### src/rtl/id_decode_reg_if.sv
// IF/ID decode-stage bundle: fetch handshake in, registered decode fields out.
// The master side is the fetch/hazard logic and the slave side is the decode register.
interface id_decode_reg_if #(
    parameter int XLEN = 32
);
    logic            if_valid;
    logic [XLEN-1:0] if_instr;
    logic [XLEN-1:0] if_pc;
    logic            if_ready;
    logic            id_stall;
    logic            id_flush;
    logic            id_valid;
    logic [XLEN-1:0] id_instr;
    logic [XLEN-1:0] id_pc;
    logic [XLEN-1:0] id_pc_plus4;
    logic [2:0]      exten_sel;
    logic [24:0]     imm_in;
    logic [4:0]      rs1;
    logic [4:0]      rs2;
    logic [4:0]      rd;
    logic            uses_imm;
    logic            illegal;

    modport master (
        output if_valid, if_instr, if_pc, id_stall, id_flush,
        input  if_ready, id_valid, id_instr, id_pc, id_pc_plus4, exten_sel,
               imm_in, rs1, rs2, rd, uses_imm, illegal
    );

    modport slave (
        input  if_valid, if_instr, if_pc, id_stall, id_flush,
        output if_ready, id_valid, id_instr, id_pc, id_pc_plus4, exten_sel,
               imm_in, rs1, rs2, rd, uses_imm, illegal
    );
endinterface

### src/rtl/id_decode_reg.sv
// Registered IF/ID stage: captures instruction/PC and pre-decodes the immediate
// extension select so the sign-extension unit can start in the next cycle.
module id_decode_reg #(
    parameter int              XLEN      = 32,
    parameter logic [XLEN-1:0] NOP_INSTR = 32'h00000013
) (
    input logic          clk,
    input logic          rst,
    id_decode_reg_if.slave bus
);
    typedef enum logic [2:0] {
        EXT_I = 3'b000,
        EXT_S = 3'b001,
        EXT_B = 3'b010,
        EXT_U = 3'b011,
        EXT_J = 3'b100
    } ext_sel_t;

    logic [6:0] opcode;
    ext_sel_t   dec_sel;
    logic       dec_uses_imm;
    logic       dec_illegal;

    assign opcode      = bus.if_instr[6:0];
    assign bus.if_ready = ~bus.id_stall;

    always_comb begin
        dec_sel      = EXT_I;
        dec_uses_imm = 1'b1;
        dec_illegal  = 1'b0;
        unique case (opcode)
            7'b0000011, 7'b0010011,
            7'b1100111, 7'b1110011: dec_sel = EXT_I;
            7'b0100011:             dec_sel = EXT_S;
            7'b1100011:             dec_sel = EXT_B;
            7'b0110111, 7'b0010111: dec_sel = EXT_U;
            7'b1101111:             dec_sel = EXT_J;
            7'b0110011:             dec_uses_imm = 1'b0;
            default: begin
                dec_uses_imm = 1'b0;
                dec_illegal  = 1'b1;
            end
        endcase
    end

    // Bubble contents are the NOP's own decode, so consumers see a consistent addi x0,x0,0.
    always_ff @(posedge clk) begin
        if (rst) begin
            bus.id_valid    <= 1'b0;
            bus.id_instr    <= NOP_INSTR;
            bus.id_pc       <= '0;
            bus.id_pc_plus4 <= XLEN'(4);
            bus.exten_sel   <= EXT_I;
            bus.imm_in      <= NOP_INSTR[31:7];
            bus.rs1         <= NOP_INSTR[19:15];
            bus.rs2         <= NOP_INSTR[24:20];
            bus.rd          <= NOP_INSTR[11:7];
            bus.uses_imm    <= 1'b1;
            bus.illegal     <= 1'b0;
        end else if (bus.id_flush || (!bus.id_stall && !bus.if_valid)) begin
            bus.id_valid    <= 1'b0;
            bus.id_instr    <= NOP_INSTR;
            bus.exten_sel   <= EXT_I;
            bus.imm_in      <= NOP_INSTR[31:7];
            bus.rs1         <= NOP_INSTR[19:15];
            bus.rs2         <= NOP_INSTR[24:20];
            bus.rd          <= NOP_INSTR[11:7];
            bus.uses_imm    <= 1'b1;
            bus.illegal     <= 1'b0;
        end else if (!bus.id_stall) begin
            bus.id_valid    <= 1'b1;
            bus.id_instr    <= bus.if_instr;
            bus.id_pc       <= bus.if_pc;
            bus.id_pc_plus4 <= bus.if_pc + XLEN'(4);
            bus.exten_sel   <= dec_sel;
            bus.imm_in      <= bus.if_instr[31:7];
            bus.rs1         <= bus.if_instr[19:15];
            bus.rs2         <= bus.if_instr[24:20];
            bus.rd          <= bus.if_instr[11:7];
            bus.uses_imm    <= dec_uses_imm;
            bus.illegal     <= dec_illegal;
        end
    end
endmodule

### src/flat_wrapper.sv
// flat-port wrapper written by rule: the top's interface ports become plain ports
module id_decode_reg_flat 
#(
    parameter int              XLEN      = 32,
    parameter logic [XLEN-1:0] NOP_INSTR = 32'h00000013
)
  (clk, rst, bus_if_valid, bus_if_instr, bus_if_pc, bus_id_stall, bus_id_flush, bus_if_ready, bus_id_valid, bus_id_instr, bus_id_pc, bus_id_pc_plus4, bus_exten_sel, bus_imm_in, bus_rs1, bus_rs2, bus_rd, bus_uses_imm, bus_illegal);
  id_decode_reg_if #(.XLEN(XLEN)) bus_i ();
  input logic clk;
  input logic rst;
  input wire logic [$bits(bus_i.if_valid)-1:0] bus_if_valid;
  input wire logic [$bits(bus_i.if_instr)-1:0] bus_if_instr;
  input wire logic [$bits(bus_i.if_pc)-1:0] bus_if_pc;
  input wire logic [$bits(bus_i.id_stall)-1:0] bus_id_stall;
  input wire logic [$bits(bus_i.id_flush)-1:0] bus_id_flush;
  output wire logic [$bits(bus_i.if_ready)-1:0] bus_if_ready;
  output wire logic [$bits(bus_i.id_valid)-1:0] bus_id_valid;
  output wire logic [$bits(bus_i.id_instr)-1:0] bus_id_instr;
  output wire logic [$bits(bus_i.id_pc)-1:0] bus_id_pc;
  output wire logic [$bits(bus_i.id_pc_plus4)-1:0] bus_id_pc_plus4;
  output wire logic [$bits(bus_i.exten_sel)-1:0] bus_exten_sel;
  output wire logic [$bits(bus_i.imm_in)-1:0] bus_imm_in;
  output wire logic [$bits(bus_i.rs1)-1:0] bus_rs1;
  output wire logic [$bits(bus_i.rs2)-1:0] bus_rs2;
  output wire logic [$bits(bus_i.rd)-1:0] bus_rd;
  output wire logic [$bits(bus_i.uses_imm)-1:0] bus_uses_imm;
  output wire logic [$bits(bus_i.illegal)-1:0] bus_illegal;
  assign bus_i.if_valid = bus_if_valid;
  assign bus_i.if_instr = bus_if_instr;
  assign bus_i.if_pc = bus_if_pc;
  assign bus_i.id_stall = bus_id_stall;
  assign bus_i.id_flush = bus_id_flush;
  assign bus_if_ready = bus_i.if_ready;
  assign bus_id_valid = bus_i.id_valid;
  assign bus_id_instr = bus_i.id_instr;
  assign bus_id_pc = bus_i.id_pc;
  assign bus_id_pc_plus4 = bus_i.id_pc_plus4;
  assign bus_exten_sel = bus_i.exten_sel;
  assign bus_imm_in = bus_i.imm_in;
  assign bus_rs1 = bus_i.rs1;
  assign bus_rs2 = bus_i.rs2;
  assign bus_rd = bus_i.rd;
  assign bus_uses_imm = bus_i.uses_imm;
  assign bus_illegal = bus_i.illegal;
  id_decode_reg #(.XLEN(XLEN), .NOP_INSTR(NOP_INSTR)) u_core (.clk(clk), .rst(rst), .bus(bus_i));
endmodule
### config.mk
export PLATFORM = sky130hd
export DESIGN_NAME = id_decode_reg_flat
export DESIGN_NICKNAME = d
export VERILOG_FILES = /design/src/rtl/id_decode_reg_if.sv /design/src/rtl/id_decode_reg.sv /design/src/flat_wrapper.sv
export SDC_FILE = /design/constraint.sdc
export NUM_CORES = 1
export LEC_CHECK = 0
export CAP_MARGIN = 20
export CORE_ASPECT_RATIO = 0.8
export CORE_MARGIN = 1.5
export CORE_UTILIZATION = 25
export DETAILED_ROUTE_END_ITERATION = 16
export PLACE_DENSITY = 0.57
export SLEW_MARGIN = 20
export SYNTH_ARGS = -nofsm -noshare
export SYNTH_HDL_FRONTEND = slang
export SYNTH_SLANG_ARGS = --single-unit
### constraint.sdc
create_clock -name clk -period 1.4 [get_ports clk]
set_clock_uncertainty 0.05 [all_clocks]
set_input_delay 0.14 -clock clk [delete_from_list [all_inputs] [get_ports clk]]
set_output_delay 0.14 -clock clk [all_outputs]
set_load 0.005 [all_outputs]
==> results.md, run 1 <==
- N_diodes: 0
- Register area share after synthesis: 0.4526
- Site Rows: 43
- Netlist Area Pre-Place: 4423 um2
- 1st-iter DRT viols: 129
- Crit-path slowest cell: clkdlybuf4s50_1
- Core box area: 17320 um2
- Global-route wire length before repair: 21220 um
- Vias in the first global route: 4089
- Top-count cell post-synth: dfxtp_1
- F_max: 0.7323 GHz
- Crit path kind: input pin to flip-flop
- Min cycle time layout: 1.366 ns
- Chip height: 122.0 um
- # setup viols final: 0
- # hold bufs at CTS: 0
- WP data required: 1.63 ns
- Crit path cell chain: clkdlybuf4s50_1 > nand2_2 > nor3b_4 > nand4_1 > xor2_1 > a211oi_2
- Arrival time at the worst endpoint: 1.59 ns
- Max VDD drop: 0.0004646 V
- RSZ-0062 raised after global routing: false
- GR Overflow Total: 0
- Post-synth top area share: 0.4526
- Antenna violations before repair: 0
- Fin Hold WS: 0.1302 ns
- R2R depth: 3
- Initial Util: 0.2553
- Synth top area cells: dfxtp_1 45%, buf_4 7.1%, mux2i_1 6.8%
- Hold path depth: 4
- Cell taking the most area after synthesis: dfxtp_1
- Maxcap violations: 0
- Wirelength, routed: 14100 um
- Total Nets Final: 808
- Place WS: -0.5925 ns
- Clock sink count: 100
- Clock Tree Buf Depth: 2
- Largest net degree at the start of global routing: 63
- Post-detail-place hpwl: 10340 um
- Layout cells sized above 1: 0.2221
- Placed Area: 6902 um2
- Die area: 18500 um2
- Mapped Cells: 512
- Post-route setup slack: 0.03442 ns
- DRC viols: 0
- Htree depth: 3
- Number of synthesized flops with an enable pin: 0
- GRT Total Usage: 0.1486
- Least-Margin Pin Slew: 0.3584 ns
- CP max FO: 5
- Drt pass-1 iters: 4
- Port bufs: 211
- Post-DR vias/cell: 4.379
- Via count: 4239
- CTS tree: done
- CP Launch Type: input pin
- Final Max Slew Viols: 0
- Mapped Avg Cell Area: 8.639 um2
- Clock Pin Slew Worst Setup and Hold Paths: 0.07 ns
- Syn nets: 582
- Slew HR: 0.7549
- Worst skew pair latency: 0.35 ns
- Final Wtd Congestion: 0.8012
- Num CTS Buffers: 9
- Post-synth ARST share: 0
- Worst hold path class: input pin to flip-flop
- Area delta synth->final: 68.12%
- Routed Antenna Nets: 0
- Final Cycle Share: 0.9754
- Root buf cell: clkbuf_16
- Pwr Total: 6452 uW
- Most frequent cells after synthesis: 100 x dfxtp_1, 78 x nand2_1, 68 x nor2_1
- Register bit count reported by yosys: 100
- Synth Warn #: 0
- Post-synth cell types: 37
- Final Hold Fails: 0
- Status: finished clean
- WL per Instance: 14.56 um
- Leakage: 0.004094 uW
- Crit path capture type: flip-flop
- Post-synth top flop: dfxtp_1
- Pwr Density: 867.6 nW/um2
- Final instance area: 7436 um2
- Die W: 151.7 um
- IO Pins: 212
- Max stage delay on crit path: 0.51 ns
-- area by class of cell --
type | count | area (um2)
clock buffers | 10 | 239.0
repair buffers | 290 | 2799
fillers | 1730 | 9888
well taps | 225 | 281.5
clock inverters | 6 | 46.29
inverters | 6 | 22.52
flip-flops and latches | 100 | 2058
multi-input cells | 331 | 1989
-- metrics by stage --
stage | instances | utilization | setup TNS [ns]
after floorplan | 512 | - | 0
after global placement | 937 | 0.3984 | -15.76
after detailed placement | 937 | 0.3984 | -17.67
after CTS | 968 | 0.4195 | 0
after global routing | 968 | 0.4292 | 0
final | 968 | 0.4292 | 0
-- worst paths after layout --
kind	slack (ns)	to	startpoint
max	0.03	u_core.bus.id_pc_plus4[30]	bus_if_pc[26]
min	0.13	u_core.bus.id_pc[22]	bus_if_pc[22]
max reg2reg	0.59	u_core.bus.imm_in[3]	u_core.bus.imm_in[3]
min reg2reg	0.40	u_core.bus.id_valid	u_core.bus.id_valid
-- layout by cell type, fill, tap and decap left out, types with 3 or more instances in the layout --
| master | n |
|---|---|
| mux2i_1 | 30 |
| and2_1 | 3 |
| nand4_1 | 12 |
| a211oi_2 | 7 |
| nand2_1 | 75 |
| o21ai_0 | 6 |
| nand2_2 | 3 |
| buf_6 | 4 |
| inv_1 | 6 |
| xnor2_1 | 5 |
| a21oi_1 | 39 |
| nand3_1 | 10 |
| nor2_1 | 65 |
| a211o_1 | 3 |
| dfxtp_1 | 55 |
| xor2_1 | 21 |
| clkdlybuf4s50_1 | 49 |
| dlygate4sd2_1 | 103 |
| clkbuf_16 | 9 |
| buf_12 | 6 |
| nor2b_1 | 5 |
| a211oi_1 | 19 |
| dfxtp_2 | 45 |
| buf_4 | 69 |
| dlymetal6s2s_1 | 57 |
-- critical path, delay by kind of cell --
| family | cells | cell delay (ns) |
|---|---|---|
| and+or+nand+nor | 3 | 0.55 |
| xor gates and xnor gates | 1 | 0.17 |
| AOI/OAI and AO/OA | 1 | 0.22 |
| buffers and inverters | 1 | 0.51 |
-- report_power, final --
group	switching [uW]	internal, uW	leakage [uW]
registers	56.5	2950	0.000835
clock network	1170	1270	0.000135
logic	438	567	0.00312
-- logic make-up (layout without fill, tap and decap cells) --
family | count (synthesis) | in the layout | share of synthesized area
AOI/OAI and AO/OA | 80 | 80 | 0.1185
xor gates and xnor gates | 26 | 26 | 0.05149
adders and majority gates | 1 | 1 | 0.002828
buffers and inverters | 81 | 312 | 0.1103
DFF | 100 | 100 | 0.4526
muxes | 30 | 30 | 0.06789
and+or+nand+nor | 194 | 194 | 0.1963
-- what timing repair did --
action,CTS,global route
pin swaps,16,10
endpoints found under the setup margin,148,69
hold endpoints to repair,0,0
gates cloned,2,0
setup buffers,13,0
resized for setup,159,65
-- routing by layer --
layer | vias up | global-route usage | routed length (um) | part of all wire
li1 | 2135 | - | - | -
met1 | 1983 | 0.1843 | 6295 | 0.45
met2 | 103 | 0.2475 | 6853 | 0.49
met3 | 18 | 0.04457 | 744 | 0.053
met4 | 0 | 0.04387 | 201 | 0.014
met5 | - | 0 | 0 | 0
-- flip-flops by register name, indices dropped and copies added (netlist names) --
signal and cells:
u_core.bus.id_pc_plus4 32, u_core.bus.id_pc 30, u_core.bus.imm_in 21, u_core.bus.id_instr 7, u_core.bus.rs1 4, u_core.bus.exten_sel 3
u_core.bus.id_valid 1, u_core.bus.illegal 1, u_core.bus.uses_imm 1
Note: power is estimated with default switching activity, not from simulation.
==> run 2, diff against run 1 <==
--- a/config.mk
+++ b/config.mk
@@ -9,6 +9,7 @@
 export CORE_ASPECT_RATIO = 0.8
 export CORE_MARGIN = 1.5
 export CORE_UTILIZATION = 25
+export CTS_BUF_LIST = sky130_fd_sc_hd__clkbuf_4 sky130_fd_sc_hd__clkbuf_8
 export DETAILED_ROUTE_END_ITERATION = 16
 export PLACE_DENSITY = 0.57
 export SLEW_MARGIN = 20
==> constraint.sdc (replaced) <==
create_clock -name clk -period 1.1 [get_ports clk]
set_clock_uncertainty 0.05 [all_clocks]
set_input_delay 0.11 -clock clk [delete_from_list [all_inputs] [get_ports clk]]
set_output_delay 0.11 -clock clk [all_outputs]
set_load 0.005 [all_outputs]
==> results.md, run 2 (synthesized netlist as in run 1, its figures left out) <==
- Slew HR: 0.7696 (+0.01474)
- Crit path kind: flip-flop to output port
- Final Wtd Congestion: 0.7847 (-2.1%)
- DRC viols: 0 (unchanged)
- CP max FO: 3 (-2)
- Number of fill cells: 1735 (+0.29%)
- Setup_tns: 0 ns (unchanged)
- Clock sink count: 100 (unchanged)
- Num CTS Buffers: 9 (unchanged)
- Leakage: 0.003279 uW (-20%)
- Site Rows: 43 (unchanged)
- Max stage delay on crit path: 0.34 ns (-0.17 ns)
- Area delta synth->final: 64.33%
- Worst skew pair latency: 0.38 ns (+0.03 ns)
- IO Pins: 212 (unchanged)
- GR Overflow Total: 0 (unchanged)
- Clock Tree Buf Depth: 2 (unchanged)
- Via count: 4362 (+2.9%)
- Worst hold path class: input pin to flip-flop
- Hold path depth: 4 (unchanged)
- Clock Pin Slew Worst Setup and Hold Paths: 0.10 ns (+0.03 ns)
- Crit path capture type: output port
- Global-route wire length before repair: 22510 um (+6.0%)
- GRT Total Usage: 0.1561 (+0.007511)
- N_diodes: 0 (unchanged)
- P_sw: 2066 uW (+24%)
- Final Cycle Share: 0.9918
- Post-detail-place hpwl: 10310 um (-0.29%)
- Sequential cell area: 2138 um2 (+3.9%)
- Number of flip-flops in the largest register: 32 (unchanged)
- Most frequent cells in the layout: 120 x buf_2, 91 x dfxtp_2, 80 x buf_4
- Largest net degree at the start of global routing: 34 (-46%)
- F_max: 0.9166 GHz
- Switching share of total power: 0.2771 (+0.01954)
- Worst path most repeated cell: buf_6
- Share of power burned in registers: 0.516 (+0.049)
- R2R depth: 4 (+1)
- Clock network power share: 0.302 (-0.075)
- Vias in the first global route: 4427 (+8.3%)
- Max VDD drop: 0.0004405 V (-5.2%)
- 1st-iter DRT viols: 120 (-7.0%)
- Total Nets Final: 837 (+3.6%)
- WL per Instance: 15.00 um (+3.0%)
- Combinational share of power: 0.183 (+0.027)
- Final Hold Fails: 0 (unchanged)
- Status: finished clean
- Post-layout util: 0.4195 (-0.009677)
- Largest Register: u_core.bus.id_pc_plus4
- Chip height: 122.0 um (unchanged)
- Layout cells sized above 1: 0.5324 (+0.3103)
- Drt pass-1 iters: 4 (unchanged)
- Core box area: 17320 um2 (unchanged)
- Antenna violations before repair: 0 (unchanged)
- Internal Pwr Total: 5390 uW (+13%)
- Crit-path slowest cell: dfxtp_2
- Wirelength, routed: 14960 um (+6.1%)
- CTS tree: done
- Crit path cell chain: buf_6 > buf_6
- CP Launch Type: flip-flop
- Area occupied by multi-input gates: 2064 um2 (+3.8%)
- Pwr Density: 1026 nW/um2 (+18%)
- Commonest non-fill, non-tap cell in the layout: buf_2
- Post-DR vias/cell: 4.375 (about the same)
- Place WS: -0.7208 ns (-0.1283 ns)
- Maxcap violations: 0 (unchanged)
- RSZ-0062 raised after global routing: true
- Routed Antenna Nets: 0 (unchanged)
- Htree depth: 3 (unchanged)
- Final Max Slew Viols: 0 (unchanged)
- Post-route setup slack: 0.009034 ns (-0.02539 ns)
- # setup viols final: 0 (unchanged)
- Initial Util: 0.2553 (unchanged)
- Reg2reg setup slack: 0.20 ns (-0.39 ns)
- Least-Margin Pin Slew: 0.3447 ns (-0.01371 ns)
- Biggest regs: u_core.bus.id_pc_plus4 (32), u_core.bus.id_pc (30), u_core.bus.imm_in (21)
- Min cycle time layout: 1.091 ns
- Root buf cell: clkbuf_8
- WP data required: 0.94 ns (-0.69 ns)
- Port bufs: 211 (unchanged)
- Arrival time at the worst endpoint: 0.93 ns (-0.66 ns)
- Die W: 151.7 um (unchanged)
- Die area: 18500 um2 (unchanged)
## run 2: cell count changes in the layout (fill, tap and decap cells not counted), sizes merged
cell and delta:
buf +167, dlygate4sd3 +3, clkbuf +17, inv +1, dlygate4sd2 -98, clkinv -1
dlymetal6s2s -52, clkdlybuf4s15 +6, clkdlybuf4s50 -14
## run 2: what timing repair did
item / CTS / global route
gates cloned: 3 / 4
gates resized for setup: 750 / 55
pin swaps: 13 / 20
hold buffers: 0 / 3
buffers inserted: 41 / 5
hold endpoints to repair: 0 / 3
endpoints found under the setup margin: 172 / 71
## run 2: cell type report
type,count,share of cell area
multi-input combinational,331,0.2840
tap,225,0.03873
clock buffer,10,0.01808
sequential,100,0.2942
inverter,6,0.003099
timing repair buffer,319,0.3555
clock inverter,6,0.006369
## run 2: final timing paths
| kind | startpoint | endpoint |
|---|---|---|
| setup reg to reg | u_core.bus.rs1[0] | u_core.bus.rs1[0] |
| hold / removal | bus_if_pc[6] | u_core.bus.id_pc[6] |
| setup / recovery | u_core.bus.rs1[1] | bus_imm_in[9] |
| hold reg to reg | u_core.bus.id_valid | u_core.bus.id_valid |
## run 2: critical path, delay by kind of cell (launching register included)
kind | cells | cell delay [ns]
buffers and inverters | 2 | 0.21
flip-flops | 1 | 0.34
## run 2: power groups by stage
| stage | clock network (uW) | logic (uW) | registers, uW |
|---|---|---|---|
| 6_report | 2250 | 1360 | 3840 |
| 5_1_grt | 2520 | 1480 | 3870 |
| 4_1_cts | 2380 | 1380 | 3850 |
| 3_5_place_dp | 0 | 1420 | 3920 |
| 3_3_place_gp | 0 | 1400 | 3910 |
| 2_1_floorplan | 0 | 514 | 3920 |
## run 2: per-layer routing
metal / wire, um / share of wire / up-vias / global-route usage
li1: - / - / 2188 / -
met4: 179 / 0.012 / 0 / 0.04688
met1: 6687 / 0.45 / 2057 / 0.1980
met2: 7269 / 0.49 / 106 / 0.2605
met3: 820 / 0.055 / 11 / 0.03858
met5: 0 / 0 / - / 0
## run 2: per-stage QoR
step                      hold slack, ns  total power, uW  cells  instance area, um2
after floorplan                   0.1960             4431    512                4546
after global placement            0.3941             5315    944                7081
after detailed placement          0.3935             5339    944                7081
after CTS                        0.01321             7609   1004                7326
after global routing             0.02295             7870    997                7268
final                            0.04555             7457    997                7268
==> run 3, diff against run 2 <==
--- a/config.mk
+++ b/config.mk
@@ -7,11 +7,11 @@
 export LEC_CHECK = 0
 export CAP_MARGIN = 20
 export CORE_ASPECT_RATIO = 0.8
-export CORE_MARGIN = 1.5
+export CORE_MARGIN = 5
 export CORE_UTILIZATION = 25
-export CTS_BUF_LIST = sky130_fd_sc_hd__clkbuf_4 sky130_fd_sc_hd__clkbuf_8
+export CTS_BUF_LIST = sky130_fd_sc_hd__clkbuf_8
 export DETAILED_ROUTE_END_ITERATION = 16
-export PLACE_DENSITY = 0.57
+export PLACE_DENSITY = 0.55
 export SLEW_MARGIN = 20
 export SYNTH_ARGS = -nofsm -noshare
 export SYNTH_HDL_FRONTEND = slang
==> constraint.sdc (replaced) <==
create_clock -name clk -period 1.34 [get_ports clk]
set_clock_uncertainty 0.05 [all_clocks]
set_input_delay 0.134 -clock clk [delete_from_list [all_inputs] [get_ports clk]]
set_output_delay 0.134 -clock clk [all_outputs]
set_load 0.005 [all_outputs]
==> results.md, run 3 (synthesized netlist as in run 1, its figures left out) <==
- Status: finished clean
- Layout cells sized above 1: 0.2436 (-0.2888)
- F_max: 0.7822 GHz
- Total placed cells including tap cells: 930 (-1.5%)
- Drt pass-1 iters: 4 (unchanged)
- Initial Util: 0.2545 (-0.0007904)
- Least-Margin Pin Slew: 0.4389 ns (+0.09426 ns)
- Internal Pwr Total: 4666 uW (-13%)
- Clock Pin Slew Worst Setup and Hold Paths: 0.10 ns (about the same)
- Min cycle time layout: 1.278 ns
- Crit-path slowest cell: a211oi_1
- Maxcap violations: 0 (unchanged)
- Area delta synth->final: 62.83%
- Max stage delay on crit path: 0.24 ns (-0.10 ns)
- GRT Total Usage: 0.1352 (-0.02084)
- Port bufs: 211 (unchanged)
- Commonest non-fill, non-tap cell in the layout: dlygate4sd2_1
- Global-route wire length before repair: 22560 um (+0.22%)
- Num CTS Buffers: 9 (unchanged)
- Crit path kind: input pin to flip-flop
- Chip height: 129.0 um (+5.7%)
- Leakage: 0.003412 uW (+4.1%)
- Root buf cell: clkbuf_8
- Slew HR: 0.6998 (-0.06983)
- Die W: 158.7 um (+4.6%)
- RSZ-0062 raised after global routing: true
- Number of flip-flops in the largest register: 32 (unchanged)
- Site Rows: 43 (unchanged)
- Final instance area: 7202 um2 (-0.91%)
- Most frequent cells in the layout: 161 x dlygate4sd2_1, 75 x nand2_1, 66 x nor2_1
- Biggest regs: u_core.bus.id_pc_plus4 (32), u_core.bus.id_pc (30), u_core.bus.imm_in (21)
- Worst skew pair latency: 0.36 ns (-0.02 ns)
- Worst hold path class: input pin to flip-flop
- Post-DR vias/cell: 4.398 (+0.52%)
- # setup viols final: 0 (unchanged)
- Reg2reg setup slack: 0.53 ns (+0.33 ns)
- Fin Hold WS: 0.07387 ns (+0.02832 ns)
- P_sw: 1557 uW (-25%)
- Via count: 4244 (-2.7%)
- 1st-iter DRT viols: 163 (+36%)
- Placed Area: 6874 um2 (-2.9%)
- CP max FO: 5 (+2)
- Combinational share of power: 0.164 (-0.019)
- Core box area: 17380 um2 (+0.31%)
- CTS tree: done
- Pwr Density: 864.0 nW/um2 (-16%)
- Largest net degree at the start of global routing: 63 (+85%)
- Antenna violations before repair: 1 (+1)
- Post-detail-place hpwl: 10770 um (+4.4%)
- Htree depth: 3 (unchanged)
- Wirelength, routed: 14520 um (-2.9%)
- Crit path cell chain: dlygate4sd2_1 > ha_2 > nand3_2 > nor2_4 > buf_2 > nand2_1 > xor2_1 > a211oi_1
- Final Cycle Share: 0.9541
- WP data required: 1.57 ns (+0.63 ns)
- Final Max Slew Viols: 0 (unchanged)
- Setup_tns: 0 ns (unchanged)
- Max VDD drop: 0.0005618 V (+28%)
- Largest Register: u_core.bus.id_pc_plus4
- Finished Layout Cells: 965 (-3.2%)
- GR Overflow Total: 0 (unchanged)
- Clock network power share: 0.330 (+0.028)
- Switching share of total power: 0.2503 (-0.02686)
- Sequential cell area: 2081 um2 (-2.7%)
- IO Pins: 212 (unchanged)
- WL per Instance: 15.04 um (+0.29%)
- Crit path capture type: flip-flop
- Die area: 20470 um2 (+11%)
- Area occupied by multi-input gates: 1988 um2 (-3.7%)
- DRC viols: 0 (unchanged)
- Final Wtd Congestion: 0.7839 (-0.10%)
- Number of fill cells: 1798 (+3.6%)
- Final Hold Fails: 0 (unchanged)
- Routed Antenna Nets: 0 (unchanged)
- Total Nets Final: 805 (-3.8%)
- Arrival time at the worst endpoint: 1.51 ns (+0.58 ns)
- Clock Tree Buf Depth: 2 (unchanged)
- Pwr Total: 6223 uW (-17%)
- CP Launch Type: input pin
- Share of power burned in registers: 0.506 (-0.010)
- Clock sink count: 100 (unchanged)
- Vias in the first global route: 4249 (-4.0%)
==> run 3: cell count changes in the layout (fill, tap and decap cells not counted), moves of 5 or more <==
cell             change
clkdlybuf4s50_1      +7
clkbuf_2            -13
dfxtp_1             +34
buf_2              -117
dfxtp_2             -28
dfxtp_4              -6
buf_4               -18
buf_12               -5
buf_6               -31
dlygate4sd2_1      +156
==> run 3: final timing paths <==
| check | to | cells past startpoint | startpoint |
|---|---|---|---|
| setup / recovery | u_core.bus.id_pc_plus4[14] | 8 | bus_if_pc[3] |
| hold / removal | u_core.bus.id_instr[1] | 3 | bus_id_stall |
| setup reg to reg | u_core.bus.imm_in[14] | 3 | u_core.bus.imm_in[14] |
| hold reg to reg | u_core.bus.id_valid | 2 | u_core.bus.id_valid |
==> run 3: per-layer routing <==
layer / wire [um] / up-vias / part of all wire / GRT usage
met3: 707 / 13 / 0.049 / 0.03971
met2: 7196 / 97 / 0.50 / 0.2279
met4: 213 / 0 / 0.015 / 0.04148
met5: 0 / - / 0 / 0
li1: - / 2131 / - / -
met1: 6400 / 2003 / 0.44 / 0.1685
==> run 3: layout make-up <==
| class | instances | area share |
|---|---|---|
| inverter | 6 | 0.003127 |
| clock buffer | 12 | 0.02293 |
| clock inverter | 3 | 0.006081 |
| multi-input combinational | 331 | 0.2761 |
| tap | 225 | 0.03909 |
| sequential | 100 | 0.2889 |
| timing repair buffer | 287 | 0.3634 |
| antenna | 1 | 0.0003475 |
==> run 3: power groups by stage <==
stage	Sequential [uW]	Combinational [uW]	Clock (uW)
after floorplan	3220	398	0
after global routing	3170	1120	2270
after CTS	3150	1030	2150
after detailed placement	3220	1110	0
final	3150	1020	2050
after global placement	3210	1100	0
==> run 3: worst max-delay path: cells and delay by family <==
family                   cells  cell delay [ns]
buffers and inverters        2             0.44
adder cells (fa/ha/maj)      1             0.19
AO/OA/AOI/OAI                1             0.24
AND/OR/NAND/NOR              3             0.35
XOR/XNOR                     1             0.14
==> run 3: timing repair <==
item	4_1_cts	5_1_grt
setup endpoints to repair	166	9
endpoints found under the hold margin	1	0
resized for setup	236	12
cloned	2	0
hold buffers	1	0
setup buffers	16	0
pin swaps	11	4
==> run 3: metrics by stage <==
stage | util | worst slack (ns)
after CTS | 0.4121 | 0.001322
after global placement | 0.3956 | -0.6133
final | 0.4144 | 0.06155
after floorplan | - | 0.02709
after detailed placement | 0.3956 | -0.6130
after global routing | 0.4144 | -0.003578
